<file path="src/rtl/game_pkg.sv">
// rtl/game_pkg.sv - shared game-flow types and background-state encodings
// Purpose: state enum for the game flow FSM and the 2-bit bgState codes that
//          the background renderer decodes.
// Ports:   none (package).
package game_pkg;

    typedef enum logic [2:0] {
        WELCOME,
        PLAY,
        HIT_PAUSE,
        GAME_OVER,
        WIN
    } game_state_t;

    localparam logic [1:0] BG_WELCOME  = 2'b00;
    localparam logic [1:0] BG_PLAY     = 2'b01;
    localparam logic [1:0] BG_GAMEOVER = 2'b10;
    localparam logic [1:0] BG_WIN      = 2'b11;

    localparam int TIMER_W = 10;

    // The hit pause is still "play" from the renderer's point of view.
    function automatic logic [1:0] bg_of(game_state_t s);
        case (s)
            PLAY, HIT_PAUSE: bg_of = BG_PLAY;
            GAME_OVER:       bg_of = BG_GAMEOVER;
            WIN:             bg_of = BG_WIN;
            default:         bg_of = BG_WELCOME;
        endcase
    endfunction

endpackage

</file>
<file path="src/rtl/game_state_ctrl_if.sv">
// rtl/game_state_ctrl_if.sv - event inputs and display outputs of the game flow controller
// Purpose: bundles the frame/key/gameplay event inputs and the renderer-facing
//          outputs of game_state_ctrl.
// Ports:   master drives startOfFrame, startKey, playerHit, levelCleared, timeUp
//          and observes bgState, lives, level, levelStart, freeze; slave is the
//          controller side.
interface game_state_ctrl_if;
    logic       startOfFrame;
    logic       startKey;
    logic       playerHit;
    logic       levelCleared;
    logic       timeUp;
    logic [1:0] bgState;
    logic [2:0] lives;
    logic [2:0] level;
    logic       levelStart;
    logic       freeze;

    modport master (
        output startOfFrame, startKey, playerHit, levelCleared, timeUp,
        input  bgState, lives, level, levelStart, freeze
    );

    modport slave (
        input  startOfFrame, startKey, playerHit, levelCleared, timeUp,
        output bgState, lives, level, levelStart, freeze
    );
endinterface

</file>
<file path="src/rtl/game_state_ctrl_frame_timer.sv">
// rtl/game_state_ctrl_frame_timer.sv - saturating frame counter with terminal-count detect
// Purpose: counts enable pulses (video frames); done_o flags the enable pulse
//          that arrives while the count equals the terminal value.
// Ports:   clk, resetN (async active-low), clr_i (sync clear, wins over en_i),
//          en_i (count enable), tc_i (terminal count), done_o.
module frame_timer
    import game_pkg::*;
(
    input  logic               clk,
    input  logic               resetN,
    input  logic               clr_i,
    input  logic               en_i,
    input  logic [TIMER_W-1:0] tc_i,
    output logic               done_o
);

    logic [TIMER_W-1:0] cnt_q;
    logic [TIMER_W-1:0] cnt_d;

    always_comb begin
        cnt_d = cnt_q;
        if (clr_i) begin
            cnt_d = '0;
        end else if (en_i && (cnt_q != {TIMER_W{1'b1}})) begin
            cnt_d = cnt_q + 1'b1;
        end
    end

    always_ff @(posedge clk or negedge resetN) begin
        if (!resetN) begin
            cnt_q <= '0;
        end else begin
            cnt_q <= cnt_d;
        end
    end

    assign done_o = en_i && (cnt_q == tc_i);

endmodule

</file>
<file path="src/rtl/game_state_ctrl.sv">
// rtl/game_state_ctrl.sv - game flow FSM: welcome, play, hit pause, game over, win
// Purpose: sequences the game, tracks lives and level, pulses levelStart for
//          object spawners and freezes motion outside active play.
// Ports:   clk, resetN (async active-low), gs (slave): startOfFrame, startKey,
//          playerHit, levelCleared, timeUp in; bgState, lives, level,
//          levelStart, freeze out (all registered).
module game_state_ctrl
    import game_pkg::*;
#(
    parameter int INIT_LIVES        = 3,
    parameter int NUM_LEVELS        = 4,
    parameter int HIT_PAUSE_FRAMES  = 60,
    parameter int END_SCREEN_FRAMES = 180
) (
    input  logic              clk,
    input  logic              resetN,
    game_state_ctrl_if.slave  gs
);

    game_state_t        state_q, state_d;
    logic [2:0]         lives_q, lives_d;
    logic [2:0]         level_q, level_d;
    logic [1:0]         bg_q;
    logic               freeze_q;
    logic               level_start_q;
    logic               ls_req;
    // Holds 1 once the key has been seen released; resetting it to 0 means a
    // key held through reset cannot start a game until released and pressed.
    logic               key_rel_q;
    logic               key_rise;
    logic               tmr_clr;
    logic               tmr_done;
    logic [TIMER_W-1:0] tmr_tc;

    assign key_rise = gs.startKey & key_rel_q;

    always_comb begin
        state_d = state_q;
        lives_d = lives_q;
        level_d = level_q;
        ls_req  = 1'b0;
        case (state_q)
            WELCOME: begin
                if (key_rise) begin
                    state_d = PLAY;
                    lives_d = 3'(INIT_LIVES);
                    level_d = 3'd0;
                    ls_req  = 1'b1;
                end
            end
            PLAY: begin
                if (gs.levelCleared) begin
                    if (level_q == 3'(NUM_LEVELS - 1)) begin
                        state_d = WIN;
                    end else begin
                        level_d = level_q + 3'd1;
                        ls_req  = 1'b1;
                    end
                end else if (gs.playerHit || gs.timeUp) begin
                    lives_d = lives_q - 3'd1;
                    state_d = (lives_q > 3'd1) ? HIT_PAUSE : GAME_OVER;
                end
            end
            HIT_PAUSE: begin
                if (tmr_done) begin
                    state_d = PLAY;
                    ls_req  = 1'b1;
                end
            end
            GAME_OVER, WIN: begin
                if (key_rise || tmr_done) begin
                    state_d = WELCOME;
                end
            end
            default: state_d = WELCOME;
        endcase
    end

    // Counter only runs in the timed states and restarts on every state entry.
    assign tmr_clr = (state_d != state_q) || (state_q == WELCOME) || (state_q == PLAY);
    assign tmr_tc  = (state_q == HIT_PAUSE) ? TIMER_W'(HIT_PAUSE_FRAMES - 1)
                                            : TIMER_W'(END_SCREEN_FRAMES - 1);

    frame_timer u_frame_timer (
        .clk    (clk),
        .resetN (resetN),
        .clr_i  (tmr_clr),
        .en_i   (gs.startOfFrame),
        .tc_i   (tmr_tc),
        .done_o (tmr_done)
    );

    always_ff @(posedge clk or negedge resetN) begin
        if (!resetN) begin
            state_q       <= WELCOME;
            lives_q       <= 3'(INIT_LIVES);
            level_q       <= 3'd0;
            bg_q          <= BG_WELCOME;
            freeze_q      <= 1'b1;
            level_start_q <= 1'b0;
            key_rel_q     <= 1'b0;
        end else begin
            state_q       <= state_d;
            lives_q       <= lives_d;
            level_q       <= level_d;
            bg_q          <= bg_of(state_d);
            freeze_q      <= (state_d != PLAY);
            // Back-to-back requests collapse so levelStart is never two cycles wide.
            level_start_q <= ls_req & ~level_start_q;
            key_rel_q     <= ~gs.startKey;
        end
    end

    assign gs.bgState    = bg_q;
    assign gs.lives      = lives_q;
    assign gs.level      = level_q;
    assign gs.levelStart = level_start_q;
    assign gs.freeze     = freeze_q;

endmodule

</file>
<file path="src/flat_wrapper.sv">
// flat-port wrapper written by rule: the top's interface ports become plain ports
module game_state_ctrl_flat import game_pkg::*;
#(
    parameter int INIT_LIVES        = 3,
    parameter int NUM_LEVELS        = 4,
    parameter int HIT_PAUSE_FRAMES  = 60,
    parameter int END_SCREEN_FRAMES = 180
)
  (clk, resetN, gs_startOfFrame, gs_startKey, gs_playerHit, gs_levelCleared, gs_timeUp, gs_bgState, gs_lives, gs_level, gs_levelStart, gs_freeze);
  game_state_ctrl_if gs_i ();
  input  logic clk;
  input  logic resetN;
  input wire logic [$bits(gs_i.startOfFrame)-1:0] gs_startOfFrame;
  input wire logic [$bits(gs_i.startKey)-1:0] gs_startKey;
  input wire logic [$bits(gs_i.playerHit)-1:0] gs_playerHit;
  input wire logic [$bits(gs_i.levelCleared)-1:0] gs_levelCleared;
  input wire logic [$bits(gs_i.timeUp)-1:0] gs_timeUp;
  output wire logic [$bits(gs_i.bgState)-1:0] gs_bgState;
  output wire logic [$bits(gs_i.lives)-1:0] gs_lives;
  output wire logic [$bits(gs_i.level)-1:0] gs_level;
  output wire logic [$bits(gs_i.levelStart)-1:0] gs_levelStart;
  output wire logic [$bits(gs_i.freeze)-1:0] gs_freeze;
  assign gs_i.startOfFrame = gs_startOfFrame;
  assign gs_i.startKey = gs_startKey;
  assign gs_i.playerHit = gs_playerHit;
  assign gs_i.levelCleared = gs_levelCleared;
  assign gs_i.timeUp = gs_timeUp;
  assign gs_bgState = gs_i.bgState;
  assign gs_lives = gs_i.lives;
  assign gs_level = gs_i.level;
  assign gs_levelStart = gs_i.levelStart;
  assign gs_freeze = gs_i.freeze;
  game_state_ctrl #(.INIT_LIVES(INIT_LIVES), .NUM_LEVELS(NUM_LEVELS), .HIT_PAUSE_FRAMES(HIT_PAUSE_FRAMES), .END_SCREEN_FRAMES(END_SCREEN_FRAMES)) u_core (.clk(clk), .resetN(resetN), .gs(gs_i));
endmodule
</file>
<file path="config.mk">
export PLATFORM = sky130hd
export DESIGN_NAME = game_state_ctrl_flat
export DESIGN_NICKNAME = d
export VERILOG_FILES = /design/src/rtl/game_pkg.sv /design/src/rtl/game_state_ctrl_if.sv /design/src/rtl/game_state_ctrl_frame_timer.sv /design/src/rtl/game_state_ctrl.sv /design/src/flat_wrapper.sv
export SDC_FILE = /design/constraint.sdc
export NUM_CORES = 1
export LEC_CHECK = 0
export CAP_MARGIN = 20
export CORE_MARGIN = 2
export CORE_UTILIZATION = 50
export DETAILED_ROUTE_END_ITERATION = 6
export PLACE_DENSITY = 0.69
export SYNTH_ARGS = -nofsm -noshare
export SYNTH_HDL_FRONTEND = slang
export SYNTH_SLANG_ARGS = --single-unit
</file>
<file path="constraint.sdc">
create_clock -name clk -period 5.6 [get_ports clk]
set_clock_uncertainty 0.1 [all_clocks]
set_input_delay 0.56 -clock clk [delete_from_list [all_inputs] [get_ports clk]]
set_output_delay 0.56 -clock clk [all_outputs]
set_load 0.01 [all_outputs]
</file>
# Word level (Yosys, flattened, before mapping)
# Index checks and enable logic that the tools add are counted.
# W data, S select, Z words.
# op_classes
bitwise_logic	4
muxes	25
mul	0
n_div	0
n_shift	0
n_addsub	3
order_cmp	1
n_eq_ne	18
reduce_logical	13
# ops
cell	count
$mux W3	12
$mux W10	2
$eq A3 B2 Y1 const B	5
$pmux W3 S2	2
$pmux W3 S4	1
$add A10 B1 Y10 const B	1
$eq A10 B10 Y1	1
$ne A10 B10 Y1 const B	1
$mux W8	1
$reduce_and A4 Y1	2
$eq A3 B1 Y1 const B	2
$eq A3 B3 Y1 const B	2
$ne A2 B2 Y1 const B	3
$pmux W2 S3	1
$mux W1	5
$logic_or A1 B1 Y1	4
$ne A2 B1 Y1 const B	2
$reduce_bool A2 Y1	2
$reduce_or A2 Y1	2
$add A3 B1 Y3 const B	1
$gt A3 B1 Y1 const B	1
$logic_not A3 Y1	1
$ne A3 B1 Y1 const B	1
$ne A3 B3 Y1	1
other kinds (5)	8
# word_totals
in_bits	7
romBits	0
wordCells	72
n_memories	0
output_inout_bits	10
ram_bits	0
latchBits	0
register_bits	24

# Depth between registers and ports, before layout
# Gate-level depths: netlist (run 1).
# depth
depth_word	11
mapped_depth	8
depth_no_buf	8

# Cells and area by module
# A second synthesis (run 1) with hierarchy kept.
# unflattened
cells_unflattened	170
hier_area_um2	1631.6
# modules_own_cells
module	n_inst	seq_area_each_um2	area_each_um2	cells_each
frame_timer	1	250.2	815.8	86
game_state_ctrl	1	354.1	815.8	84

# Worst setup path after synthesis (run 1)
# OpenSTA, ideal clock, no wires.
# synth_timing
path_type	register to register
from	register u_core.state_q[0]
to	register u_core.u_frame_timer.cnt_q[2]
n_path_buf	1
stages_incl_launch_ff	7
required_time_ns	5.413
t_arrival_ns	1.914
synth_period_minus_slack_ns	2.101
setup_ns	0.087
path_slack_ns	3.499
cell_sequence	dfrtp_1 > buf_2 > or3b_1 > mux2i_1 > a2111oi_2 > o2111ai_2 > nor3_1
# synth_via
elab_chain_cells	11
elab_cells_between_ends	22
classes_between	eq/ne (6); mux (9); reduce/logical (7)
# synth_rtl
element	line_no	text
start: declaration	game_state_ctrl.sv:20	game_state_t state_q, state_d;
start signal: assignment	game_state_ctrl.sv:103	state_q <= state_d;
$eq A3 B2 Y1	game_state_ctrl.sv:42, game_state_ctrl.sv:81	
$mux W8	game_state_ctrl.sv:81	assign tmr_tc = (state_q == HIT_PAUSE) ? TIMER_W'(HIT_PAUSE_FRAMES - 1)
$eq A10 B10 Y1	game_state_ctrl_frame_timer.sv:37	assign done_o = en_i && (cnt_q == tc_i);
$logic_and A1 B1 Y1	game_state_ctrl_frame_timer.sv:37	
$logic_or A1 B1 Y1	game_state_ctrl.sv:71	if (key_rise || tmr_done) begin
$mux W3	game_state_ctrl.sv:71	
$pmux W3 S4	game_state_ctrl.sv:42	case (state_q)
$ne A3 B3 Y1	game_state_ctrl.sv:80	assign tmr_clr = (state_d != state_q) || (state_q == WELCOME) || (state_q == PLAY);
$logic_or A1 B1 Y1	game_state_ctrl.sv:80	
$logic_or A1 B1 Y1 (*)	game_state_ctrl.sv:80	
$mux W10 / $reduce_bool A2 Y1 (equally long branches)	-	
end signal: assignment	game_state_ctrl_frame_timer.sv:33	cnt_q <= cnt_d;
end: declaration	game_state_ctrl_frame_timer.sv:17	logic [TIMER_W-1:0] cnt_q;
# Every way passes the cells marked *; elsewhere a longest branch is shown, timed or not.
# A chain may end at the register's enable or synchronous reset.

# Final worst setup path (run 1)
# Ends and elaborated chain as after synthesis.

==> results.md, run 1 <==
* Endpoints failing hold at 0
* CP Capture Type: flop
* Critical path startpoint category: flop
* First-pass GRT wire length at 4130 microns
* Skew-Pair Late Insertion Delay at 0.31 ns
* Setup violators final at 0
* GRT Total Usage at 19.1%
* Sw Share at 34.6%
* Global route overflow at 0
* Fin util at 62.8%
* Crit-path max FO at 10
* Area of the multi-input gates at 653 sq um
* Placed Area at 1490 sq um
* Setup Crit Path Kind: reg -> reg
* Hold bufs inserted after CTS at 0
* Crit share post-route at 41.5%
* Worst reg-to-reg setup slack at 3.28 ns
* Synth-to-Final Area Change at 18.9%
* Critical Path RT at 5.73 ns
* Fillers at 214
* Initial antenna violation count at 0
* Synth Register Bits at 24
* Register area at 604 sq um
* Clock group share of total power at 16.6%
* CP max-delay cell: dfrtp_1
* Tmin final at 2.32 ns
* Antenna Cells at 0
* Final max-slew violation count at 0
* Total I/O pin count at 17
* Leakage at 0.000688 uW
* Worst-path clk slew at 0.13 ns
* Top cells by count, synth: dfrtp_1, nor2_1, inv_1, nand2_1
* Critical Path AT at 2.45 ns
* Worst path max stage delay at 0.51 ns
* Row count at 18
* CTS H-tree lvls at 1
* Worst-case reg-to-reg path depth at 5
* GPL Wtd Cong at 0.782
* Hold Crit Class: in -> async
* Antenna viol nets, final at 0
* Post-synth EDFFs at 0
* Core area at 2480 sq um
* Fmax at 0.431 GHz
* Yosys cell types at 43
* Nets at 161
* Maxcap violations at 0
* Fin area at 1560 sq um
* Comb pwr share at 38.1%
* Cell with the most instances after synthesis: dfrtp_1
* Measured slew at the worst slew-check pin at 0.699 ns
* Ys flop type: dfrtp_1
* Cells along the critical path: or3b_1, mux2i_1, a2111oi_2, o2111ai_2, nor3_1
* P_int at 359 uW
* Final HPWL from detailed placement at 1780 microns
* Worst R2R Start: u_core.state_q[0]
* DIE AREA at 3040 sq um
* Vias in the first global route at 958
* Post-synth top area share at 40.2%
* Max-Slew Margin vs Limit at 52.8%
* Sequential power share at 45.3%
* Largest area contributor in the netlist: dfrtp_1
* Sequential share of the synthesized area at 46.2%
* Number of iterations in the first detailed-routing pass at 5
* Pwr/cell area at 352 nW/um^2
* Vias at 1006
* Fraction of registers with async set/reset at 100%
* Die span in x at 55.2 microns
* DRC at 0
* Total negative setup slack at 0 ns
* First DRT Iteration DRCs at 22
* CTS Sinks at 24
* Starting Density at 52.8%
* Root buf cell: clkbuf_4
* # resized after CTS at 0
* Cells after Synth at 130
* Avg Inst Size Synth at 10.1 sq um
* Post-synthesis cell area at 1310 sq um
* RSZ-0062 raised after global routing: false
* Fraction of layout instances using a drive strength above 1 at 12.2%
* Vias/cell at 5.65
* Mapped Nets at 142
* Routed Wire Length at 2410 microns
* CTS tree: yes
* Max IR drop VDD at 0.289 mV
* CTS Buf Count at 3
* Largest net degree at the start of global routing at 25
* Psw at 190 uW
* # Post-CTS Setup Buffers at 0
* Clock Tree Buf Depth at 2
* Routed wire per std cell at 13.5 microns
* PortBufs at 16
* Outcome: finished, final reports clean
* Ys Warns at 0
* Die height at 55.2 microns
* Crit Reg-Reg Endpoint: u_core.u_frame_timer.cnt_q[2]
* Synth area leaders: dfrtp_1, dfstp_2, nor2_1
[flip-flops by register name, indices dropped and copies added, names as in the netlist]
signal	flops
u_core.gs.bgState	2
u_core.gs.freeze	1
u_core.gs.level	3
u_core.gs.levelStart	1
u_core.gs.lives	3
u_core.key_rel_q	1
u_core.state_q	3
u_core.u_frame_timer.cnt_q	10
[placed cells by master, fill, tap and decap left out, types with 2 or more instances in the layout]
| master | count |
|---|---|
| clkdlybuf4s50_1 | 16 |
| inv_1 | 10 |
| dfstp_2 | 3 |
| mux2i_1 | 2 |
| nor3_1 | 3 |
| and3_1 | 2 |
| ha_1 | 5 |
| nand2_1 | 9 |
| a22oi_1 | 2 |
| dfrtp_1 | 21 |
| xnor2_1 | 3 |
| nand3_1 | 3 |
| xor2_1 | 5 |
| or4_4 | 2 |
| nor2_1 | 17 |
| clkbuf_4 | 3 |
| nand2b_1 | 3 |
| nand4_1 | 4 |
| a21oi_1 | 4 |
| a41oi_1 | 2 |
| o21ai_0 | 5 |
[how the worst max path moves through the flow]
stage | startpoint | to | slack, ns
2_1_floorplan | u_core.state_q[0] | u_core.u_frame_timer.cnt_q[2] | 3.50
3_5_place_dp | gs_levelCleared | u_core.gs.bgState[0] | 3.06
6_report | u_core.state_q[0] | u_core.u_frame_timer.cnt_q[2] | 3.28
3_3_place_gp | gs_levelCleared | u_core.gs.bgState[0] | 3.03
4_1_cts | u_core.state_q[0] | u_core.u_frame_timer.cnt_q[2] | 3.26
5_1_grt | u_core.state_q[1] | u_core.u_frame_timer.cnt_q[2] | 3.08
[worst max-delay path, delay by kind of cell, from the launching register on]
kind,cells,cell delay (ns)
flops,1,0.51
mux,1,0.16
compound gates,2,0.77
simple gates,2,0.70
[stage by stage]
stage	std cells	hold WS, ns	total power [uW]	setup slack, ns
2_1_floorplan	130	0.164	376	3.50
3_3_place_gp	173	0.397	453	3.03
3_5_place_dp	173	0.404	458	3.06
4_1_cts	177	0.434	549	3.26
5_1_grt	178	0.383	589	3.08
6_report	178	0.375	548	3.28
[kinds of logic after synthesis]
kind of cell	count (synthesis)	share of synthesized area, %
compound gates	25	16.1
xor+xnor	8	5.35
fa+ha+maj	5	4.78
buf+inv	13	3.92
flops	24	46.2
mux	3	2.39
simple gates	52	21.3
[layout make-up]
type,count,share of cell area (%)
Sequential cell,24,38.8
Inverter,10,2.41
Timing Repair Buffer,17,12.1
Clock buffer,4,2.33
Multi-Input combinational cell,93,42.0
Tap cell,30,2.41
[routing by layer]
metal,up-vias,GRT usage (%),wire length (microns),part of all wire [%]
met4,0,5.28,12,0.50
met3,2,2.42,86,3.6
met2,17,29.2,1060,44
met5,-,0,0,0
li1,502,-,-,-
met1,485,28.4,1250,52
[power groups by stage]
stage,clock network (uW),registers (uW),logic [uW]
CTS,92.9,248,208
global route,98.8,256,235
floorplan,0,252,124
global placement,0,251,202
detailed placement,0,251,207
finish,91.1,248,209
(Power assumes the default switching activity.)
==> run 2: changes to the inputs <==
==> constraint.sdc (replaced) <==
create_clock -name clk -period 2.36 [get_ports clk]
set_clock_uncertainty 0.1 [all_clocks]
set_input_delay 0.236 -clock clk [delete_from_list [all_inputs] [get_ports clk]]
set_output_delay 0.236 -clock clk [all_outputs]
set_load 0.01 [all_outputs]
==> run 2 against run 1 <==
Effect of this change:
- via count up 4.7%
- non-clock buffer count up 5
- cell area up 3.7%
- critical path depth is 2 higher
- core utilization increased by 2.3 points
- count of clock-buffer cells in the layout shrank 1
- sequential share of layout area decreased by 1.4 points
- routed wire length increased by 14%
- register-to-register slack got worse by 3.1 ns
- first-iteration DRC count is 100% higher
- cell count increased by 2.8%
- highest routed layer unchanged
==> results.md, run 2 (synthesis gave the netlist of run 1 again) <==
* Die height at 55.2 microns
* Nets at 166
* Crit path top cell by count: nor2_1
* Measured slew at the worst slew-check pin at 0.535 ns
* CTS Buf Count at 3
* Critical Path AT at 2.30 ns
* Max IR drop VDD at 0.798 mV
* Final HPWL from detailed placement at 1940 microns
* Fmax at 0.455 GHz
* Vias at 1053
* CTS Sinks at 24
* Hold Crit Class: in -> async
* Worst reg-to-reg setup slack at 0.16 ns
* Worst-path clk slew at 0.14 ns
* Critical Path RT at 2.46 ns
* Vias in the first global route at 955
* Core area at 2480 sq um
* GRT Total Usage at 20.4%
* Worst path max stage delay at 0.72 ns
* Hold bufs inserted after CTS at 0
* Leakage at 0.000715 uW
* Worst-case reg-to-reg path depth at 7
* Comb pwr share at 41.4%
* Synth-to-Final Area Change at 23.3%
* Antenna Cells at 0
* Total power draw at 1490 uW
* Crit share post-route at 93.2%
* # Post-CTS Setup Buffers at 0
* Final max-slew violation count at 0
* CTS H-tree lvls at 1
* Placed Area at 1540 sq um
* Sw Share at 33.8%
* Starting Density at 52.8%
* Commonest non-fill, non-tap cell in the layout: dfrtp_1
* Initial antenna violation count at 0
* Fillers at 212
* CTS tree: yes
* Tmin final at 2.20 ns
* Crit-path max FO at 8
* Largest net degree at the start of global routing at 25
* Fin area at 1610 sq um
* Instance count on the critical path at 7
* Critical path startpoint category: flop
* Endpoints failing hold at 0
* Psw at 502 uW
* Cells along the critical path: buf_4, or4b_2, nor2_1, nor2_1, inv_1, nand2b_1, o211ai_1
* Critical path buffer and inverter count at 2
* CP max-delay cell: or4b_2
* RSZ-0062 raised after global routing: false
* Commonest non-fill, non-tap cells in the layout: dfrtp_1, nor2_1, clkdlybuf4s50_1, inv_1, nand2_1
* Vias/cell at 5.75
* Area of the multi-input gates at 677 sq um
* GPL Wtd Cong at 0.787
* Number of iterations in the first detailed-routing pass at 4
* Row count at 18
* Max FFs per register at 10
* Max-Slew Margin vs Limit at 64.1%
* Final cell count without fillers at 183
* CP Capture Type: flop
* Pwr/cell area at 922 nW/um^2
* Antenna viol nets, final at 0
* Maxcap violations at 0
* Register area at 604 sq um
* Root buf cell: clkbuf_4
* Global route overflow at 0
* Total negative setup slack at 0 ns
* Largest delay share family, worst path: simple AND/OR/NAND/NOR gates
* Fraction of layout instances using a drive strength above 1 at 15.0%
* Cells after DPL at 179
* Clock Tree Buf Depth at 2
* Skew-Pair Late Insertion Delay at 0.33 ns
* Setup Crit Path Kind: reg -> reg
* Total I/O pin count at 17
* Clock group share of total power at 20.4%
* Biggest register: u_core.u_frame_timer.cnt_q
* First-pass GRT wire length at 4230 microns
* PortBufs at 16
* Outcome: finished, final reports clean
* First DRT Iteration DRCs at 44
* DRC at 0
* Sequential power share at 38.2%
* Routed wire per std cell at 15.0 microns
* Routed Wire Length at 2740 microns
* Setup violators final at 0
* Die span in x at 55.2 microns
* P_int at 986 uW
* DIE AREA at 3040 sq um
[run 2: per-layer routing]
metal  track usage [%]  vias up  wire, microns
met5                 0        -              0
met1              28.2      504           1280
li1                  -      510              -
met3              2.69        7            115
met4              12.2        0             73
met2              30.2       32           1280
[run 2: what timing repair did]
| action | 4_1_cts | 5_1_grt |
|---|---|---|
| endpoints found under the hold margin | 0 | 0 |
| resized for setup | 0 | 2 |
| setup endpoints to repair | 0 | 2 |
[run 2: path summary, 6_finish.rpt]
kind                                           start                            end
worst min-delay path                          resetN  u_core.u_frame_timer.cnt_q[6]
worst max-delay path               u_core.state_q[2]           u_core.gs.bgState[0]
min in group clk                         gs_startKey               u_core.key_rel_q
worst max register to register     u_core.state_q[2]           u_core.gs.bgState[0]
worst min register to register  u_core.gs.levelStart           u_core.gs.levelStart
max in group asynchronous                     resetN               u_core.gs.freeze
[run 2: final cells by class]
type	count	share of cell area, %
flip-flops and latches	24	37.4
inverters	10	2.33
repair buffers	22	12.7
clock buffers	3	1.40
clock inverters	1	1.86
well taps	30	2.33
multi-input cells	93	41.9
[run 2: power groups by stage]
| stage | combinational (uW) | clock (uW) | sequential [uW] |
|---|---|---|---|
| final | 616 | 303 | 569 |
| after global routing | 682 | 328 | 581 |
| after CTS | 589 | 312 | 571 |
| after detailed placement | 582 | 0 | 578 |
| after global placement | 570 | 0 | 570 |
| after floorplan | 294 | 0 | 598 |
[run 2: through the flow]
| step | hold WS, ns | setup slack, ns | utilization [%] |
|---|---|---|---|
| after CTS | 0.150 | 0.0903 | 64.2 |
| after global placement | 0.391 | 0.163 | 62.1 |
| after detailed placement | 0.414 | 0.128 | 62.1 |
| final | 0.148 | 0.161 | 65.2 |
| after floorplan | -0.160 | 0.259 | - |
| after global routing | 0.170 | 0.0216 | 65.2 |
